[src/rtl/fpga_led_switch.sv]
// Switch-to-LED board I/O block: synchronizes switches and buttons, debounces
// the buttons, and drives registered LEDs with per-group button blanking.
module fpga_led_switch #(
  parameter int SYNC_STAGES     = 2,
  parameter int DEBOUNCE_CYCLES = 4
) (
  input  logic        clk,
  input  logic        rst,
  input  logic [15:0] sw,
  input  logic [3:0]  btn,
  output logic [15:0] led
);

  // A zero-cycle debounce still needs a legal (unused) counter width.
  localparam int CW = (DEBOUNCE_CYCLES > 0) ? $clog2(DEBOUNCE_CYCLES + 1) : 1;

  logic [SYNC_STAGES-1:0][15:0] sw_chain;
  logic [SYNC_STAGES-1:0][3:0]  btn_chain;
  logic [15:0] sw_s;
  logic [3:0]  btn_s;
  logic [3:0]  btn_f;
  logic [15:0] led_next;

  always_ff @(posedge clk or posedge rst) begin
    if (rst) begin
      sw_chain  <= '0;
      btn_chain <= '0;
    end else begin
      sw_chain  <= {sw_chain[SYNC_STAGES-2:0], sw};
      btn_chain <= {btn_chain[SYNC_STAGES-2:0], btn};
    end
  end

  assign sw_s  = sw_chain[SYNC_STAGES-1];
  assign btn_s = btn_chain[SYNC_STAGES-1];

  generate
    if (DEBOUNCE_CYCLES == 0) begin : g_no_debounce
      assign btn_f = btn_s;
    end else begin : g_debounce
      for (genvar gi = 0; gi < 4; gi++) begin : g_btn
        logic [CW-1:0] cnt;
        logic          filt;

        // Accept the new level only on the last of a run of mismatching edges.
        always_ff @(posedge clk or posedge rst) begin
          if (rst) begin
            cnt  <= '0;
            filt <= 1'b0;
          end else if (btn_s[gi] == filt) begin
            cnt <= '0;
          end else if (cnt == CW'(DEBOUNCE_CYCLES - 1)) begin
            filt <= btn_s[gi];
            cnt  <= '0;
          end else begin
            cnt <= cnt + CW'(1);
          end
        end

        assign btn_f[gi] = filt;
      end
    end
  endgenerate

  generate
    for (genvar gi = 0; gi < 4; gi++) begin : g_group
      assign led_next[4*gi +: 4] = btn_f[gi] ? 4'h0 : sw_s[4*gi +: 4];
    end
  endgenerate

  always_ff @(posedge clk or posedge rst) begin
    if (rst) begin
      led <= '0;
    end else begin
      led <= led_next;
    end
  end

endmodule

[config.mk]
export PLATFORM = sky130hd
export DESIGN_NAME = fpga_led_switch
export DESIGN_NICKNAME = d
export VERILOG_FILES = /design/src/rtl/fpga_led_switch.sv
export SDC_FILE = /design/constraint.sdc
export NUM_CORES = 1
export LEC_CHECK = 0
export BUFFER_PORTS_ARGS = -buffer_cell sky130_fd_sc_hd__buf_2
export CORE_AREA = 2 2 77 79
export DETAILED_ROUTE_END_ITERATION = 7
export DIE_AREA = 0 0 79 81
export PLACE_DENSITY = 0.63
export SLEW_MARGIN = 10
export SYNTH_ARGS = -nofsm -noshare
export SYNTH_HDL_FRONTEND = slang
export SYNTH_SLANG_ARGS = --single-unit
[constraint.sdc]
create_clock -name clk -period 7.1 [get_ports clk]
set_input_delay 1.42 -clock clk [delete_from_list [all_inputs] [get_ports clk]]
set_output_delay 1.42 -clock clk [all_outputs]
set_load 0.02 [all_outputs]
== Word level (Yosys, flattened, before mapping) ==
Index checks and enable logic that the tools add are counted.
Storage, ports and cells
  register bits: 72
  input bits: 22
  logic and storage cells: 45
Operators by class
  add/sub/neg operators: 4
  equality and inequality tests: 8
  muxes and demuxes: 12
  bitwise operators: 4
  reductions and logical operators: 4
Operators with widths (count)
  two-way mux 3 bit: 8
  two-way mux 4 bit: 4
  adder 3 x 1 -> 3 bit (second input constant): 4
  equality test 3 x 2 -> 1 bit (second input constant): 4
  AND reduction 2 bit: 4
  equality test 1 bit: 4
  NOT 1 bit: 4

== Depth between registers and ports, before layout ==
  depth in word-level cells: 3
  gate-level depth with buffers: 3
  gate-level depth less buffers: 3

== Worst setup path before layout ==
Ideal clock, no wire load.
  path type: register to output
  start: register led[0]
  end: output port led[0]
  data arrival time: 0.416 ns
  data required time: 5.680 ns
  setup slack: 5.264 ns
  cell stages (with the launch flop): 1
  cells stage by stage: dfrtp_1
RTL lines
  from (decl): line 11  | output logic [15:0] led
  from (signal assigned): line 75  | led <= led_next;
No word-level cell between the ends.

== Worst setup path after layout ==
  start: register led[5]
  end: output port led[5]
No word-level cell between the ends.

==> results.py <==
metrics = {
    "clock_tree": {
        "h-tree-depth": 3,
        "clockRootBuffer": "clkbuf_8",
        "cts.clk_slew.worst_paths_ns": 0.06,
        "postCtsSetupRepairBufs": 0,
        "cts_buffers": 9,
        "cts_buffer_depth": 2,
        "cts_sinks": 72,
        "clkLatencyLatePin_ns": 0.33,
        "cts_resized": 0,
        "holdBufCountCts": 0,
        "tritoncts": "done",
    },
    "sta": {
        "period_share_pct": 32.0,
        "setup_viol": 0,
        "relSlewSlack_pct": 43.8,
        "min_period_ns": 2.27,
        "worst_slew_pin_slew_ns": 0.843,
        "fin_skew_ns": 0.00449,
        "finalMaxSlewViolations": 0,
        "hold_violations": 0,
        "holdWs_ns": 0.348,
        "max_freq_ghz": 0.441,
        "rsz0062_at_grt": "no",
        "setup-tns-final_ns": 0,
    },
    "finish": {
        "drive_above_1_share_pct": 43.5,
        "nets": 192,
        "antenna_cells": 0,
        "area_growth_pct": 22.5,
        "final_util_pct": 47.2,
    },
    "synthesis": {
        "avgSynthCellArea_um2": 18.7,
        "syn_nets": 143,
        "yosysTopAreaCell": "dfrtp_1",
        "synth_edf_count": 0,
        "synth-seq-cells": 72,
        "yosysSeqAreaShare_pct": 82.4,
        "yosys-top-cells-count": "dfrtp_1 (72), and2b_2 (12), nor3b_1 (8)",
        "synth_cell_types": 10,
        "ys_top_cells_by_area": "dfrtp_1 (82%), and2b_2 (4.8%), nor3b_1 (2.7%)",
        "synth_ff_type": "dfrtp_1",
        "syn_inst": 117,
        "synth_top_area_share_pct": 82.4,
        "async_reset_ff_share_pct": 100,
        "yosysWarnings": 0,
        "yosysMostFrequentCell": "dfrtp_1",
        "synth_area_um2": 2190,
    },
    "worst_setup_path": {
        "cp_top_family": "flip-flops",
        "crit_type": "flip-flop to output pin",
        "path_max_fanout": 1,
        "cp_slowest_cell": "dfrtp_1",
        "cp_cell_sequence": "buf_2",
        "crit_arrival_ns": 0.85,
        "crit_buf_inv": 1,
        "critPathMaxStageDelay_ns": 0.37,
        "cp-start-kind": "flip-flop",
        "cp.required_ns": 5.68,
        "cp-end-kind": "output pin",
    },
    "grt": {
        "grt_pass1_wl_mm": 5.09,
        "gr-usage-all-layers_pct": 11.3,
        "grt_pass1_vias": 1157,
        "grt_max_degree": 73,
        "grt_overflow": 0,
        "antenna_found_initial": 0,
    },
    "min_path": {
        "hold_class": "flip-flop to flip-flop",
    },
    "routing": {
        "finalWirelength_mm": 2.94,
        "first_pass_iters": 4,
        "wl_per_cell_um": 12.0,
        "avgViaCountPerCell": 4.20,
        "post-route-drc-count": 0,
        "ant_nets": 0,
        "vias": 1030,
        "drt-initial-drc-count": 34,
    },
    "floorplanning": {
        "die_h_um": 81,
        "fp-row-count": 28,
        "core_um2": 5680,
        "die_x_um": 79,
        "die-area_um2": 6400,
        "io-pin-count": 38,
        "start_util_pct": 38.5,
    },
    "placed_design": {
        "portBuffers": 37,
        "gp_congestion": 0.652,
        "dp_hpwl_mm": 2.04,
    },
    "run": {
        "drv_cap": 0,
    },
    "outcome": {
        "run_status": "completed",
    },
    "power_and_ir_drop": {
        "peakVddDrop_mv": 0.184,
        "p_per_area_nw_per_um2": 374,
        "leakagePower_uw": 0.00132,
    },
}
## per-layer routing
| layer | up-vias | share of wire [%] | GRT usage [%] |
|---|---|---|---|
| met2 | 34 | 54 | 18.7 |
| li1 | 476 | - | - |
| met1 | 511 | 35 | 11.0 |
| met4 | 0 | 2.7 | 6.72 |
| met5 | - | 0 | 0 |
| met3 | 9 | 8.4 | 6.67 |
## per-stage QoR
step / setup WS (ns) / instances / power (µW) / cell area [µm²]
global route: 4.77 / 245 / 1060 / 2680
floorplan: 3.86 / 117 / 635 / 2190
CTS: 4.80 / 245 / 1020 / 2680
finish: 4.83 / 245 / 1000 / 2680
global placement: 4.88 / 230 / 678 / 2470
detailed placement: 4.82 / 230 / 698 / 2470
## cells by family (layout without fill, tap and decap cells)
group                      Yosys count  after routing  synth area share (%)
muxes                                4              4                  2.06
xor gates and xnor gates             4              4                  1.60
buffers and inverters                1             54                 0.172
and+or+nand+nor                     32             32                  11.4
DFF                                 72             72                  82.4
adders and majority gates            4              4                  2.29
## worst register-to-register path, stage by stage (launching register included)
cell     delay, ns
dfrtp_1       0.35
ha_1          0.18
nor2b_2       0.19
mux2_2        0.35
## flip-flops by register name (all words and copies together), names as in the netlist
register	count
g_debounce.g_btn.cnt	12
g_debounce.g_btn.filt	4
led	16
sw_s	16
btn_s	4
btn_chain	4
sw_chain	16
## path summary, 6_finish.rpt
kind | startpoint | endpoint | slack (ns) | depth (start not counted)
worst min-delay path | sw_chain[6]$_DFF_PP0_ | sw_s[6]$_DFF_PP0_ | 0.35 | 0
worst max-delay path | led[5]$_DFF_PP0_ | led[5] | 4.83 | 1
max in group asynchronous | rst | sw_chain[15]$_DFF_PP0_ | 5.21 | 3
worst max register to register | g_debounce.g_btn[1].cnt[0]$_DFF_PP0_ | g_debounce.g_btn[1].filt$_DFFE_PP0P_ | 5.90 | 3
worst min register to register | sw_chain[6]$_DFF_PP0_ | sw_s[6]$_DFF_PP0_ | 0.35 | 0
min in group asynchronous | rst | sw_s[8]$_DFF_PP0_ | 1.33 | 3
## layout by cell type, fill, tap and decap left out, drive strengths merged
cell | netlist | routed
dfrtp | 72 | 72
buf | 0 | 38
and2b | 16 | 16
clkbuf | 0 | 12
nor3b | 8 | 8
xnor2 | 4 | 4
nor2b | 4 | 4
nor3 | 4 | 4
mux2 | 4 | 4
ha | 4 | 4
clkinv | 0 | 2
inv | 1 | 1
bufinv | 0 | 1
## final cells by class
cell class	count	area, µm²
Timing Repair Buffer	38	193
Sequential cell	72	1800
Multi-Input combinational cell	44	380
Tap cell	75	93.8
Fill cell	512	3000
Clock buffer	12	165
Clock inverter	3	40.0
Inverter	1	3.75
## power by group
part	internal, µW	switching (µW)	leakage (µW)
combinational	85.9	88.0	0.000336
sequential	476	34.1	0.000876
clock	188	128	0.000108
Power figures use the tool's default switching activity.
